<file path="src/rtl/tcbm_pkg.sv">
// TCBM drive-side protocol engine: shared codes, status values and states.
// Imported by the synchronizer and the handshake engine.
package tcbm_pkg;

  localparam logic [7:0] TCBM_CMD    = 8'h81;
  localparam logic [7:0] TCBM_LISTEN = 8'h82;
  localparam logic [7:0] TCBM_TALK   = 8'h83;
  localparam logic [7:0] TCBM_SECOND = 8'h84;

  localparam logic [1:0] ST_OK      = 2'b00;
  localparam logic [1:0] ST_TIMEOUT = 2'b01;
  localparam logic [1:0] ST_EOI     = 2'b10;
  localparam logic [1:0] ST_BADCODE = 2'b11;

  // TX_DRIVE holds the talk byte on the pins for one
  // cycle before ACK so the host sees settled data.
  typedef enum logic [2:0] {
    S_IDLE,
    S_CODE_CHK,
    S_RX_HOLD,
    S_TX_FETCH,
    S_TX_DRIVE,
    S_ACK,
    S_RELEASE
  } state_t;

  typedef enum logic {
    PH_CODE,
    PH_PAYLOAD
  } phase_t;

  // What the latched code asks the next payload to do.
  typedef enum logic [1:0] {
    CK_RX,
    CK_TALK,
    CK_BAD
  } kind_t;

endpackage

</file>
<file path="src/rtl/tcbm_sync.sv">
// Multi-bit flop-chain synchronizer with per-bit edge detect.
// Used for the DAV strobe and for the port A pins.
module tcbm_sync
  import tcbm_pkg::*;
#(
  parameter int unsigned W      = 1,
  parameter int unsigned STAGES = 2,
  parameter logic [W-1:0] INIT  = '0
) (
  input  logic         clock,
  input  logic         reset,
  input  logic [W-1:0] d,
  output logic [W-1:0] q,
  output logic [W-1:0] rise,
  output logic [W-1:0] fall
);

  logic [W-1:0] chain [STAGES];
  logic [W-1:0] prev;

  // Shift the raw input through the chain; prev lags q by one.
  always_ff @(posedge clock) begin
    if (reset) begin
      for (int i = 0; i < STAGES; i++) begin
        chain[i] <= INIT;
      end
      prev <= INIT;
    end else begin
      chain[0] <= d;
      for (int i = 1; i < STAGES; i++) begin
        chain[i] <= chain[i-1];
      end
      prev <= chain[STAGES-1];
    end
  end

  assign q    = chain[STAGES-1];
  assign rise = q & ~prev;
  assign fall = ~q & prev;

endmodule

</file>
<file path="src/rtl/tcbm_handshake.sv">
// TCBM drive-side engine: turns host code/payload pairs into
// rx/tx byte streams with DAV/ACK handshaking and status lines.
module tcbm_handshake
  import tcbm_pkg::*;
#(
  parameter int unsigned SYNC_STAGES    = 2,
  parameter int unsigned TIMEOUT_CYCLES = 65535
) (
  input  logic       clock,
  input  logic       reset,
  input  logic [7:0] pa_in,
  output logic [7:0] pa_out,
  output logic       pa_oe,
  input  logic       dav_n,
  output logic       ack_n,
  output logic [1:0] status,
  output logic [7:0] rx_data,
  output logic [1:0] rx_code,
  output logic       rx_valid,
  input  logic       rx_ready,
  input  logic [7:0] tx_data,
  input  logic       tx_eoi,
  input  logic       tx_valid,
  output logic       tx_ready,
  output logic       busy
);

  localparam int unsigned CW = $clog2(TIMEOUT_CYCLES + 1);
  localparam logic [CW-1:0] CNT_LAST = CW'(TIMEOUT_CYCLES - 1);
  localparam logic [CW-1:0] CNT_MAX  = '1;

  state_t        state;
  phase_t        phase;
  kind_t         kind;
  logic [1:0]    code_idx;
  logic [CW-1:0] cnt;

  logic       dav_sync_unused;
  logic       dav_rise;
  logic       dav_fall;
  logic [7:0] pa_q;
  logic [7:0] pa_rise_unused;
  logic [7:0] pa_fall_unused;
  logic       abort;

  // DAV idles high, so its chain resets high to avoid a
  // phantom falling edge right after reset.
  tcbm_sync #(
    .W      (1),
    .STAGES (SYNC_STAGES),
    .INIT   (1'b1)
  ) u_dav_sync (
    .clock (clock),
    .reset (reset),
    .d     (dav_n),
    .q     (dav_sync_unused),
    .rise  (dav_rise),
    .fall  (dav_fall)
  );

  tcbm_sync #(
    .W      (8),
    .STAGES (SYNC_STAGES),
    .INIT   (8'h00)
  ) u_pa_sync (
    .clock (clock),
    .reset (reset),
    .d     (pa_in),
    .q     (pa_q),
    .rise  (pa_rise_unused),
    .fall  (pa_fall_unused)
  );

  // Host released DAV before we acknowledged: drop the transfer.
  assign abort = dav_rise &&
    (state inside {S_CODE_CHK, S_RX_HOLD,
                   S_TX_FETCH, S_TX_DRIVE});

  assign busy = (state != S_IDLE);

  // Protocol sequencer with registered pin and stream outputs.
  always_ff @(posedge clock) begin
    if (reset) begin
      state    <= S_IDLE;
      phase    <= PH_CODE;
      kind     <= CK_RX;
      code_idx <= 2'd0;
      cnt      <= '0;
      ack_n    <= 1'b1;
      pa_oe    <= 1'b0;
      pa_out   <= 8'h00;
      status   <= ST_OK;
      rx_valid <= 1'b0;
      rx_data  <= 8'h00;
      rx_code  <= 2'd0;
      tx_ready <= 1'b0;
    end else if (abort) begin
      state    <= S_IDLE;
      phase    <= PH_CODE;
      ack_n    <= 1'b1;
      pa_oe    <= 1'b0;
      tx_ready <= 1'b0;
      rx_valid <= 1'b0;
    end else begin
      unique case (state)
        S_IDLE: begin
          if (dav_fall) begin
            if (phase == PH_CODE) begin
              state <= S_CODE_CHK;
            end else if (kind == CK_TALK) begin
              state    <= S_TX_FETCH;
              tx_ready <= 1'b1;
              cnt      <= '0;
            end else begin
              state <= S_RX_HOLD;
            end
          end
        end
        S_CODE_CHK: begin
          unique case (1'b1)
            (pa_q == TCBM_CMD): begin
              kind     <= CK_RX;
              code_idx <= 2'd0;
              status   <= ST_OK;
            end
            (pa_q == TCBM_LISTEN): begin
              kind     <= CK_RX;
              code_idx <= 2'd1;
              status   <= ST_OK;
            end
            (pa_q == TCBM_SECOND): begin
              kind     <= CK_RX;
              code_idx <= 2'd2;
              status   <= ST_OK;
            end
            (pa_q == TCBM_TALK): begin
              kind   <= CK_TALK;
              status <= ST_OK;
            end
            default: begin
              kind   <= CK_BAD;
              status <= ST_BADCODE;
            end
          endcase
          ack_n <= 1'b0;
          state <= S_ACK;
        end
        S_RX_HOLD: begin
          if (kind == CK_BAD) begin
            ack_n <= 1'b0;
            state <= S_ACK;
          end else if (!rx_valid) begin
            rx_data  <= pa_q;
            rx_code  <= code_idx;
            rx_valid <= 1'b1;
          end else if (rx_ready) begin
            rx_valid <= 1'b0;
            ack_n    <= 1'b0;
            state    <= S_ACK;
          end
        end
        S_TX_FETCH: begin
          if (tx_valid && tx_ready) begin
            pa_out   <= tx_data;
            pa_oe    <= 1'b1;
            status   <= tx_eoi ? ST_EOI : ST_OK;
            tx_ready <= 1'b0;
            state    <= S_TX_DRIVE;
          end else if (cnt == CNT_LAST) begin
            pa_out   <= 8'h00;
            pa_oe    <= 1'b1;
            status   <= ST_TIMEOUT;
            tx_ready <= 1'b0;
            state    <= S_TX_DRIVE;
          end else if (cnt != CNT_MAX) begin
            cnt <= cnt + CW'(1);
          end
        end
        S_TX_DRIVE: begin
          ack_n <= 1'b0;
          state <= S_ACK;
        end
        S_ACK: begin
          if (dav_rise) begin
            ack_n <= 1'b1;
            pa_oe <= 1'b0;
            phase <= (phase == PH_CODE) ?
                     PH_PAYLOAD : PH_CODE;
            state <= S_RELEASE;
          end
        end
        S_RELEASE: begin
          state <= S_IDLE;
        end
        default: begin
          state <= S_IDLE;
        end
      endcase
    end
  end

endmodule

</file>
<file path="config.mk">
export PLATFORM = sky130hd
export DESIGN_NAME = tcbm_handshake
export DESIGN_NICKNAME = d
export VERILOG_FILES = /design/src/rtl/tcbm_pkg.sv /design/src/rtl/tcbm_sync.sv /design/src/rtl/tcbm_handshake.sv
export SDC_FILE = /design/constraint.sdc
export NUM_CORES = 1
export LEC_CHECK = 0
export CAP_MARGIN = 20
export CORE_UTILIZATION = 53
export CTS_CLUSTER_DIAMETER = 80
export CTS_CLUSTER_SIZE = 40
export DETAILED_ROUTE_END_ITERATION = 8
export GPL_TIMING_DRIVEN = 1
export PLACE_DENSITY = 0.84
export SETUP_SLACK_MARGIN = 0.05
export SYNTH_ARGS = -nofsm -noshare
export SYNTH_HDL_FRONTEND = slang
export SYNTH_SLANG_ARGS = --single-unit
</file>
<file path="constraint.sdc">
create_clock -name clock -period 2.1 [get_ports clock]
set_input_delay 0.42 -clock clock [delete_from_list [all_inputs] [get_ports clock]]
set_output_delay 0.42 -clock clock [all_outputs]
set_load 0.02 [all_outputs]
</file>
# After elaboration in Yosys (flattened, before gate mapping)
# Memory sizes are Yosys's and may differ from the RTL's.
# Cells that the tools add are included.
dict set report op_classes {
  mux 51
  bitwise 11
  n_eq_ne 23
  n_reduce_logical 27
  n_addsub 1
}
# op count
set op_table {}
lappend op_table {{$mux W16} 6}
lappend op_table {{$eq A8 B8 Y1 const B} 4}
lappend op_table {{$mux W8} 4}
lappend op_table {{$pmux W16 S2} 1}
lappend op_table {{$mux W1} 21}
lappend op_table {{$mux W3} 7}
lappend op_table {{$add A16 B1 Y16 const B} 1}
lappend op_table {{$eq A16 B16 Y1 const B} 1}
lappend op_table {{$ne A16 B16 Y1 const B} 1}
lappend op_table {{$pmux W3 S5} 1}
lappend op_table {{$ne A2 B2 Y1 const B} 6}
lappend op_table {{$reduce_and A3 Y1} 4}
lappend op_table {{$mux W2} 5}
lappend op_table {{$reduce_and A5 Y1} 2}
lappend op_table {{$reduce_bool A3 Y1} 3}
lappend op_table {{$pmux W2 S2} 2}
lappend op_table {{$reduce_and A4 Y1} 2}
lappend op_table {{$reduce_and A8 Y1} 1}
lappend op_table {{$reduce_bool A2 Y1} 4}
lappend op_table {{$eq A3 B2 Y1 const B} 2}
lappend op_table {{$eq A3 B3 Y1 const B} 2}
lappend op_table {{$ne A3 B2 Y1 const B} 2}
lappend op_table {{$pmux W2 S3} 1}
lappend op_table {{$reduce_and A2 Y1} 3}
lappend op_table {{other kinds (16)} 27}
dict set report totals {
  memories 2
  input_bits 22
  ramBits 18
  ff_bits 49
  out_inout_bits 25
  wordCells 129
}
# memory words width rd rd_ports_with_merged_regs write_ports line
set memory_table {}
lappend memory_table {u_pa_sync.chain 2 8 2 0 2 tcbm_sync.sv:18} ;# logic [W-1:0] chain [STAGES];
lappend memory_table {u_dav_sync.chain 2 1 2 0 2 tcbm_sync.sv:18}

# Longest topological paths before layout
# Gate-level depths: netlist (run 1).
dict set report logic_depth {
  word_depth 5
  mapped_depth 9
  ltp_nobuf 7
}

# By module
# A second synthesis (run 1) with hierarchy kept.
dict set report unflattened {
  cells_unflattened 389
  area_unflattened_um2 3453.3
}
# mod n_inst area_per_inst_um2 cells_each seq_area_each_um2
set modules_own_cells {}
lappend modules_own_cells {tcbm_handshake 1 2507.4 307 960.9}
lappend modules_own_cells {{tcbm_sync at u_pa_sync} 1 853.3 74 480.5}
lappend modules_own_cells {{tcbm_sync at u_dav_sync} 1 92.6 8 60.1}

# Least setup slack after synthesis (run 1)
# OpenSTA, ideal clock, no wires.
dict set report synth_path {
  path_type {reg2reg}
  startpoint {register cnt[0]}
  endpoint {register cnt[3]}
  setup_time_ns 0.069
  stages_incl_launch_ff 8
  synth_period_minus_slack_ns 1.820
  arrival_time_ns 1.751
  slack_ns 0.280
  path_buffers 0
  t_required_ns 2.031
  path_cell_list {dfxtp_1 -> inv_1 -> ha_1 -> o21a_1 -> a21oi_2 -> nand3b_1 -> or3_1 -> o21ai_1}
}
dict set report synth_via {
  elab_chain_cells 5
  word_cells_on_any_way 10
  classes_between {1 x add/sub; 4 x eq/ne; 4 x mux; 1 x reduce/logical}
}
# item line
set synth_rtl {}
lappend synth_rtl {{start, declared} tcbm_handshake.sv:36} ;# logic [CW-1:0] cnt;
lappend synth_rtl {{start signal, assigned} tcbm_handshake.sv:176} ;# cnt <= cnt + CW'(1);
lappend synth_rtl {{$add A16 B1 Y16} tcbm_handshake.sv:176}
lappend synth_rtl {{$mux W16} tcbm_handshake.sv:175} ;# end else if (cnt != CNT_MAX) begin
lappend synth_rtl {{$mux W16} tcbm_handshake.sv:169} ;# end else if (cnt == CNT_LAST) begin
lappend synth_rtl {{$mux W16} tcbm_handshake.sv:163} ;# if (tx_valid && tx_ready) begin
lappend synth_rtl {{$pmux W16 S2} tcbm_handshake.sv:105} ;# unique case (state)
# Parallel ways exist; a longest one is shown, timed or not. The select of a mux whose other input is x is not followed.
# A chain may end at the register's enable or synchronous reset.

# Worst setup path in the final report (run 1)
dict set report layout_path {
  startpoint {register cnt[0]}
  endpoint {register cnt[9]}
}
# The elaborated chain is that of the path after synthesis.

==> impl_metrics.toml, run 1 <==
[outcome]
status = "complete, no violations"

[final_layout]
nets = 412
area_growth_pct = 26.7
drive_above_1_share = 0.145
fill_cells = 400
num_antenna_cells = 0

[yosys]
post_synth.cell_area_avg_um2 = 8.78
yosysTopAreaCell = "dfxtp_1"
synth_nets = 357
yosysWarnings = 0
yosys-top-cells-count = "67 x dfxtp_1, 33 x a21oi_1, 29 x nor2_1, 28 x nand2_1, 23 x nand3_1"
ys_async_sr_fraction = 0
synth_area_leaders = "dfxtp_1 46%, a21oi_1 5.6%, nor2b_1 4.7%, mux2i_1 4.4%, nand3_1 3.9%"
netlist.area_leader.share = 0.459
yosysSeqAreaShare = 0.459
synth_ff_type = "dfxtp_1"
netlist_area_mm2 = 0.00293
synth_edf_count = 0
yosysMostFrequentCell = "dfxtp_1"
yosysUniqueCellTypes = 46
ys_ff_latch = 67
syn-instance-count = 333

[floorplanning]
placementRows = 26
die_y_um = 76.3
die_w_um = 76.3
core_area_mm2 = 0.00520
start_util = 0.562
pin_count = 47
die_area_mm2 = 0.00582

[timing]
worstMarginPinSlew_ps = 552
finalHoldViolations = 0
slew_headroom = 0.629
rsz0062_at_grt = "true"
drv_slew = 0
skew_ps = 6.03
max_freq_ghz = 0.511
period_share = 0.931
timing.setup.tns_ps = 0
setup-violations-final = 0
min_period_ps = 1960

[pwr]
swShare = 0.259
ir_drop_mv = 0.411
seqPwrFrac = 0.535
p_per_area_mw_per_mm2 = 675
power_uw = 2500
power.internal_uw = 1850
pwr-share-comb = 0.082
pwr-share-clk = 0.383
switchingPower_uw = 646
p_leak_uw = 0.00137

[setup_path]
crit_start = "cnt[0]"
path_class = "flip-flop to flip-flop"
cp-endpoint = "cnt[9]"
worstPathMaxFanout = 7
timing.rr.end = "cnt[9]"
critPathRequiredTime_ps = 2380
r2r-start = "cnt[0]"
end_kind = "flip-flop"
rrSetupSlack_ps = 140
rr_worst_depth = 7
worst_setup_path_start_kind = "flip-flop"
cp.arrival_ps = 2230

[place]
port_buffers = 46
gp_congestion = 0.900
dp_hpwl_mm = 4.63

[hold_path]
hp-class = "input port to flip-flop"

[job]
drv_cap = 0

[cts]
insertion_delay_ps = 340
cts_tree = "done"
htree_num_levels = 3
cts_sinks = 67
cts_hold_buffers = 0
numCtsBuffers = 9
clock_path_buffers = 2
clk_pin_slew_ps = 80
root_buffer = "clkbuf_8"
cts_setup_buffers = 0

[global_route]
grt_max_degree = 35
grt_pass1_vias = 2457
antenna_found_initial = 0
grt_pass1_wl_mm = 11.0
grt_overflow = 0
grt.total_usage = 0.240

[drt]
drt_iter0_drc = 163
ant_nets = 0
vias = 2595
routed_via_density = 5.60
dr.pass1.iters = 4
post_drt_wl_per_cell_um = 14.5
drt-total-wl_mm = 6.70
drc = 0
==> logic make-up after synthesis <==
logic type	count (synthesis)	share of synthesized area
compound gates	76	0.170
xor+xnor	1	0.00299
fa+ha+maj	2	0.00855
buf+inv	24	0.0334
flops	67	0.459
mux	13	0.0445
simple gates	150	0.282
==> per-layer routing <==
| metal | up-vias | GRT usage | share of wire | wire, um |
|---|---|---|---|---|
| li1 | 1276 | - | - | - |
| met5 | - | 0 | 0 | 0 |
| met2 | 63 | 0.423 | 0.53 | 3530 |
| met1 | 1246 | 0.267 | 0.42 | 2790 |
| met4 | 0 | 0.102 | 0.013 | 88 |
| met3 | 10 | 0.0719 | 0.044 | 294 |
==> cell usage in the layout (no fill, tap or decap), drive strengths merged, types with 7 or more instances in the layout <==
master and count:
a21oi 34, buf 16, clkbuf 10, clkdlybuf4s50 44
dfxtp 67, inv 9, mux2i 13, nand2 28
nand3 23, nor2 31, nor2b 23, nor3 7
o21ai 23, or3 7
==> metrics by stage <==
| stage | util | hold WS (ps) | std cells | instance area [um^2] | setup slack, ps |
|---|---|---|---|---|---|
| finish | 0.712 | 355 | 463 | 3710 | 145 |
| detailed placement | 0.675 | 406 | 447 | 3510 | 98.7 |
| global placement | 0.675 | 403 | 447 | 3510 | 149 |
| global route | 0.712 | 356 | 463 | 3710 | 44.5 |
| floorplan | - | 389 | 333 | 2930 | 280 |
| CTS | 0.711 | 346 | 463 | 3700 | 68.6 |
==> flip-flops by register name (all words and copies together), names as in the netlist <==
| name | flops |
|---|---|
| code_idx | 2 |
| ack_n | 1 |
| u_dav_sync.chain | 2 |
| tx_ready | 1 |
| pa_out | 8 |
| rx_valid | 1 |
| u_dav_sync.prev | 1 |
| rx_data | 8 |
| status | 2 |
| rx_code | 2 |
| kind | 2 |
| u_pa_sync.chain | 16 |
| cnt | 16 |
| state | 3 |
| phase | 1 |
| pa_oe | 1 |
==> critical path, cell delays in order (launching register included) <==
cell      delay, ps
dfxtp_1         390
inv_1            80
ha_1            220
o21a_1          230
a21oi_2         230
nand3b_1        260
or3_1           410
o21ai_1          80
==> final cells by class <==
cell class	instances	area (um^2)	share of cell area
multi-input cells	242	1500	0.404
repair buffers	61	571	0.154
inverters	7	26.3	0.00709
clock inverters	6	50.0	0.0135
flip-flops and latches	67	1350	0.363
well taps	70	87.6	0.0236
clock buffers	10	128	0.0344
==> power groups by stage <==
| stage | registers [uW] | clock network, uW | logic [uW] |
|---|---|---|---|
| final | 1340 | 957 | 205 |
| after global routing | 1340 | 1040 | 220 |
| after CTS | 1340 | 979 | 206 |
| after detailed placement | 1360 | 0 | 199 |
| after global placement | 1360 | 0 | 195 |
| after floorplan | 1360 | 0 | 118 |
==> timing repair <==
action | 4_1_cts | 5_1_grt
endpoints found under the setup margin | 1 | 14
pin swaps | 0 | 0
gates resized for setup | 4 | 2
==> how the worst min path moves through the flow <==
stage	depth (start not counted)	end	from
global route	2	cnt[1]	reset
CTS	2	cnt[1]	reset
floorplan	1	u_dav_sync.chain[0][1]	u_dav_sync.chain[0][0]
global placement	1	u_dav_sync.chain[0][1]	u_dav_sync.chain[0][0]
finish	2	cnt[1]	reset
detailed placement	1	u_dav_sync.chain[0][1]	u_dav_sync.chain[0][0]
(Power assumes the default switching activity.)
==> run 2: changes to the inputs <==
--- a/config.mk
+++ b/config.mk
@@ -6,12 +6,13 @@
 export NUM_CORES = 1
 export LEC_CHECK = 0
 export CAP_MARGIN = 20
-export CORE_UTILIZATION = 53
+export CORE_UTILIZATION = 45
 export CTS_CLUSTER_DIAMETER = 80
 export CTS_CLUSTER_SIZE = 40
 export DETAILED_ROUTE_END_ITERATION = 8
+export GPL_ROUTABILITY_DRIVEN = 0
 export GPL_TIMING_DRIVEN = 1
-export PLACE_DENSITY = 0.84
+export PLACE_DENSITY = 0.74
 export SETUP_SLACK_MARGIN = 0.05
 export SYNTH_ARGS = -nofsm -noshare
 export SYNTH_HDL_FRONTEND = slang
==> run 2 against run 1 <==
Net effect:
- sequential power about the same
- utilization down 11 points
- highest routed layer unchanged
- register-to-register slack better by 30 ps
- hold slack better by 61 ps
==> impl_metrics.toml, run 2 (synthesized netlist as in run 1, its figures left out) <==
[final_layout]
drive_above_1_share = 0.163
area_growth_pct = 30.8
final_common_cell = "dfxtp_1"
nets = 419
fill_cells = 555
reg_top3 = "cnt x16, u_pa_sync.chain x16"
final_cell_mix = "63 x dfxtp_1, 45 x clkdlybuf4s50_1, 33 x a21oi_1"
num_antenna_cells = 0
finish.utilization = 0.606

[cts]
clk_pin_slew_ps = 70
cts_tree = "done"
insertion_delay_ps = 350
htree_num_levels = 3
root_buffer = "clkbuf_8"
cts_sinks = 67
numCtsBuffers = 9
clock_path_buffers = 2

[setup_path]
critPathRequiredTime_ps = 1680
cp.arrival_ps = 1570
path_class = "flip-flop to output pin"
worst_setup_path_start_kind = "flip-flop"
worstPathMaxFanout = 7
end_kind = "output pin"

[pwr]
switchingPower_uw = 636
seqPwrFrac = 0.471
p_per_area_mw_per_mm2 = 742
pwr-share-clk = 0.456
ir_drop_mv = 0.483
pwr-share-comb = 0.073
p_leak_uw = 0.00142
power.internal_uw = 2200
swShare = 0.224

[floorplanning]
die_w_um = 82.6
core_area_mm2 = 0.00631
die_y_um = 82.6
die_area_mm2 = 0.00683
pin_count = 47
start_util = 0.463
placementRows = 29

[timing]
skew_ps = 9.13
min_period_ps = 1990
max_freq_ghz = 0.502
period_share = 0.948
rsz0062_at_grt = "true"
finalHoldViolations = 0
timing.setup.tns_ps = 0
setup-violations-final = 0
worstMarginPinSlew_ps = 559
slew_headroom = 0.625
drv_slew = 0

[global_route]
grt_overflow = 0
antenna_found_initial = 0
grt_pass1_wl_mm = 10.7
grt.total_usage = 0.211
grt_max_degree = 28
grt_pass1_vias = 2355

[drt]
post_drt_wl_per_cell_um = 13.8
drc = 0
drt_iter0_drc = 181
top_layer_used = "met4"
met1_length_mm = 3.02
dr.pass1.iters = 4
vias = 2574
drt-total-wl_mm = 6.56
routed_via_density = 5.41
ant_nets = 0
wl_met2_mm = 3.11
wl_met3_um = 324

[place]
dp_hpwl_mm = 4.57
port_buffers = 46

[job]
drv_cap = 0

[outcome]
status = "complete, no violations"

[hold_path]
hp-class = "input port to flip-flop"
-- run 2: cell types whose count changed in the layout (fill, tap and decap cells not counted), sizes merged --
cell           before  now
buf                16   23
bufinv              0    3
clkbuf             10    9
clkdlybuf4s50      44   45
clkinvlp            2    1
dlymetal6s2s        1    0
inv                 9    7
-- run 2: power by group through the flow --
stage	registers [uW]	clock network, uW	logic (uW)
finish	1340	1300	206
global route	1340	1360	225
detailed placement	1360	0	202
CTS	1340	1310	208
floorplan	1360	0	118
global placement	1360	0	199
-- run 2: layout make-up --
cell class              instances  area (um^2)  share of cell area
repair buffers                 68          621               0.162
inverters                       7         26.3             0.00687
flip-flops and latches         67         1350               0.352
clock inverters                 6          115              0.0301
well taps                      77         96.3              0.0252
multi-input cells             242         1500               0.391
clock buffers                   9          124              0.0324
-- run 2: final timing paths --
| path | slack [ps] | start | end | cells after the start |
|---|---|---|---|---|
| setup / recovery | 110 | state[1] | busy | 3 |
| hold / removal | 420 | reset | cnt[0] | 2 |
| setup reg to reg | 170 | cnt[11] | cnt[10] | 7 |
| hold reg to reg | 420 | u_dav_sync.chain[0][0] | u_dav_sync.chain[0][1] | 1 |
-- run 2: repair_timing --
action,CTS,global route
setup buffers,1,3
hold buffers,0,0
endpoints found under the setup margin,1,19
gates resized for setup,1,5
pin swaps,1,3
endpoints found under the hold margin,0,0
-- run 2: per-layer routing --
metal | vias up | track usage
met4 | 0 | 0.109
met3 | 9 | 0.0462
met1 | 1217 | 0.264
met2 | 60 | 0.339
li1 | 1288 | -
met5 | - | 0
-- run 2: through the flow --
| stage | hold WS (ps) | power [uW] | setup WS [ps] | std cells | instance area, um^2 |
|---|---|---|---|---|---|
| 2_1_floorplan | 389 | 1480 | 280 | 333 | 2930 |
| 3_3_place_gp | 404 | 1560 | 172 | 457 | 3550 |
| 3_5_place_dp | 400 | 1570 | 92.0 | 457 | 3550 |
| 4_1_cts | 407 | 2860 | 60.3 | 473 | 3790 |
| 5_1_grt | 417 | 2930 | 28.1 | 476 | 3820 |
| 6_report | 416 | 2840 | 109 | 476 | 3820 |
-- run 2: worst max-delay path, stage by stage, from the launching register on --
cell and delay, ps:
dfxtp_1 450, nor3_2 90, inv_1 80, clkdlybuf4s50_1 600
==> run 3: changes to the inputs <==
--- a/config.mk
+++ b/config.mk
@@ -11,7 +11,7 @@
 export CTS_CLUSTER_SIZE = 40
 export DETAILED_ROUTE_END_ITERATION = 8
 export GPL_ROUTABILITY_DRIVEN = 0
-export GPL_TIMING_DRIVEN = 1
+export GPL_TIMING_DRIVEN = 0
 export PLACE_DENSITY = 0.74
 export SETUP_SLACK_MARGIN = 0.05
 export SYNTH_ARGS = -nofsm -noshare
==> run 3 against run 2 <==
Net effect:
- clock power down 10%
- setup slack better by 61 ps
- critical path depth up 3
- via count up 0.70%
- clock skew down 6.8 ps
==> impl_metrics.toml, run 3 (synthesized netlist as in run 1, its figures left out) <==
[final_layout]
final_common_cell = "dfxtp_1"
final_cell_mix = "60 x dfxtp_1, 45 x clkdlybuf4s50_1, 33 x a21oi_1"
design_area_mm2 = 0.00381
nets = 422
drive_above_1_share = 0.154
area_growth_pct = 30.1
num_antenna_cells = 0
finish.utilization = 0.603
reg_top3 = "cnt x16, u_pa_sync.chain x16"

[floorplanning]
die_w_um = 82.6
start_util = 0.463
pin_count = 47
core_area_mm2 = 0.00631
die_area_mm2 = 0.00683
die_y_um = 82.6
placementRows = 29

[global_route]
grt_max_degree = 13
grt_pass1_wl_mm = 10.2
grt_overflow = 0
grt_pass1_vias = 2144
grt.total_usage = 0.200
antenna_found_initial = 0

[drt]
drt-total-wl_mm = 6.67
drc = 0
drt_iter0_drc = 259
post_drt_wl_per_cell_um = 13.9
dr.pass1.iters = 4
routed_via_density = 5.40
ant_nets = 0
vias = 2592

[timing]
rsz0062_at_grt = "true"
period_share = 0.919
drv_slew = 0
setup-violations-final = 0
min_period_ps = 1930
layout_setup_ws_ps = 170
worstMarginPinSlew_ps = 552
skew_ps = 2.31
slew_headroom = 0.629
max_freq_ghz = 0.518
timing.setup.tns_ps = 0
finalHoldViolations = 0

[pwr]
p_per_area_mw_per_mm2 = 714
p_leak_uw = 0.00139
ir_drop_mv = 0.541

[setup_path]
critical-path-top-delay-family = "simple AND/OR/NAND/NOR gates"
cp_num_buf_inv = 1
path_class = "flip-flop to flip-flop"
critPathRequiredTime_ps = 2370
cp.arrival_ps = 2200
end_kind = "flip-flop"
crit_chain = "buf_2, or4b_4, nor2_2, a21oi_1, or3_1, a21oi_1"
max_stage_delay_ps = 570
slowest_stage = "or4b_4"
cp_common_cell = "a21oi_1"
worst_setup_path_start_kind = "flip-flop"
worstPathMaxFanout = 10

[place]
port_buffers = 46
place_area_mm2 = 0.00348
dp_slack_ps = -347
dp_hpwl_mm = 4.52

[cts]
cts_tree = "done"
clock_path_buffers = 2
cts_sinks = 67
numCtsBuffers = 9
cts_hold_buffers = 0
clk_pin_slew_ps = 70
htree_num_levels = 3
root_buffer = "clkbuf_8"
insertion_delay_ps = 340

[outcome]
status = "complete, no violations"

[job]
drv_cap = 0

[hold_path]
hp-class = "flip-flop to flip-flop"
==> run 3: area by class of cell <==
class,count,area [um^2]
repair buffers,55,527
well taps,77,96.3
multi-input cells,242,1520
inverters,7,26.3
clock buffers,10,128
clock inverters,6,88.8
plain buffers,16,73.8
flip-flops and latches,67,1350
fillers,575,2510
==> run 3: final timing paths <==
check | from | end | slack, ps | depth (start not counted)
worst max-delay path | state[1] | code_idx[1] | 170 | 6
worst min-delay path | u_dav_sync.chain[0][0] | u_dav_sync.chain[0][1] | 420 | 1
worst max register to register | state[1] | code_idx[1] | 170 | 6
worst min register to register | u_dav_sync.chain[0][0] | u_dav_sync.chain[0][1] | 420 | 1
==> run 3: per-stage QoR <==
stage | hold WS, ps | power, uW | instances
finish | 421 | 2720 | 480
detailed placement | 402 | 1570 | 456
CTS | 427 | 2730 | 475
global placement | 400 | 1570 | 456
global route | 454 | 2820 | 480
floorplan | 389 | 1480 | 333
==> run 3: worst register-to-register path, cell delays in order (launching register included) <==
cell     delay (ps)
dfxtp_1         350
buf_2           190
or4b_4          570
nor2_2          220
a21oi_1         100
or3_1           310
a21oi_1         130
==> run 3: repair_timing <==
action | in CTS | in global routing
buffers inserted | 3 | 6
endpoints found under the setup margin | 7 | 20
gates resized for setup | 3 | 15
pin swaps | 2 | 8
==> run 3: power by group <==
group          switching [uW]  total, uW  internal (uW)
registers                17.7       1320           1300
logic                     111        224            112
clock network             502       1170            671
total                     631       2720           2090
==> run 3: per-layer routing <==
metal,GRT usage,up-vias,part of all wire
li1,-,1292,-
met1,0.266,1219,0.46
met2,0.307,73,0.48
met3,0.0527,8,0.050
met4,0.0828,0,0.013
met5,0,-,0
==> RTL edit, RTL diff (flow settings as in run 3) <==
Reset style: asynchronous (`reset`), changed in 2 clocked blocks.
--- a/src/rtl/tcbm_sync.sv
+++ b/src/rtl/tcbm_sync.sv
@@ -20,5 +20,5 @@
 
   // Shift the raw input through the chain; prev lags q by one.
-  always_ff @(posedge clock) begin
+  always_ff @(posedge clock or posedge reset) begin
     if (reset) begin
       for (int i = 0; i < STAGES; i++) begin
--- a/src/rtl/tcbm_handshake.sv
+++ b/src/rtl/tcbm_handshake.sv
@@ -80,5 +80,5 @@
 
   // Protocol sequencer with registered pin and stream outputs.
-  always_ff @(posedge clock) begin
+  always_ff @(posedge clock or posedge reset) begin
     if (reset) begin
       state    <= S_IDLE;
Formal check against the unedited RTL: differs if reset is asserted again (counterexample within 4 cycles, from zero or initial values and one cycle with reset high); with reset held inactive, the same outputs for 10 cycles.
==> RTL edit against run 3 <==
Worst setup slack got worse by 27 ps; final area increased by 1.9%; sequential cell count unchanged; utilization decreased by 0.25 points; synthesized area increased by 4.2%; wire length decreased by 9.8%; critical path type unchanged.
Power is not compared: it rests on default switching activity, and its combinational part moved more than twofold at a synthesized area within 25%.
==> RTL edit: results (changes against run 3) <==
| Metric | Value |
|---|---|
| Worst hold stages | `0 (was 1)` |
| Via/cell ratio | `5.35 (was 5.40)` |
| Commonest cells in the netlist | `dfrtp_1, nor2_1, o21ai_0 (was dfxtp_1, a21oi_1, nor2_1)` |
| Largest net degree at the start of global routing | `42 (was 13)` |
| Syn nets | `313 (was 357)` |
| Buffering overhead | `0.147 (was 0.158)` |
| Clock buf count | `11 (was 10)` |
| Mux cell area share after synthesis | `0.0402 (was 0.0445)` |
| Drt wl/cell | `13.9 um (about the same)` |
| Min-delay src | `u_pa_sync.chain[9]$_DFF_PP0_ (was u_dav_sync.chain[0][0]$_SDFF_PP1_)` |
| First-pass GRT wire length | `10100 um (was 10200 um)` |
| Fill cell count | `571 (was 575)` |
| Rel. slew slack | `0.603 (was 0.629)` |
| Xor-xnor portion of the synthesized cell area | `0.0373 (was 0.00299)` |
| Clock-cell share | `0.0529 (was 0.0569)` |
| Post-Synth Adder-Cell Area | `0.00821 (was 0.00855)` |
| Post-CTS sizing | `2 (was 3)` |
| Period utilization | `0.932 (was 0.919)` |
| Critical path fanouts, max | `8 (was 10)` |
| Non-CTS buffers | `63 (was 71)` |
| Sequential cell area share | `0.434 (was 0.355)` |
| Status | `finished, final reports clean (unchanged)` |
| Launch point of the worst path | `u_dav_sync.prev$_DFF_PP1_ (was state[1]$_SDFFE_PP0P_)` |
| Non-clock inverters | `16 (was 7)` |
| Vias in the first global route | `2209 (was 2144)` |
| Clock Skew | `7.42 ps (was 2.31 ps)` |
| Distinct cell type count after synthesis | `53 (was 46)` |
| Fraction of registers with async set/reset | `1.00 (was 0)` |
[RTL edit: cell count changes after synthesis, sizes merged, moves of 6 or more]
cell / change
dfxtp: -67
dfrtp: +63
a21oi: -18
nor2b: -18
mux2i: -12
xor2: +12
mux2: +10
inv: +9
nand2: -7
and3: +6
nor2: -6
[RTL edit: per-stage QoR]
stage / setup WS, ps / std cells / hold slack [ps] / TNS [ps] / utilization
after floorplan: 263 / 289 / 331 / 0 / -
after global placement: -51.8 / 412 / 331 / -333 / 0.559
after detailed placement: -74.1 / 413 / 335 / -392 / 0.562
after CTS: 65.8 / 428 / 356 / 0 / 0.593
after global routing: 34.8 / 431 / 362 / 0 / 0.600
final: 142 / 431 / 352 / 0 / 0.600
[RTL edit: routing by layer]
metal	vias up	global-route usage	wire length, um
li1	1118	-	-
met1	1126	0.223	2590
met2	52	0.304	3080
met3	8	0.0600	264
met4	0	0.0533	77
met5	-	0	0
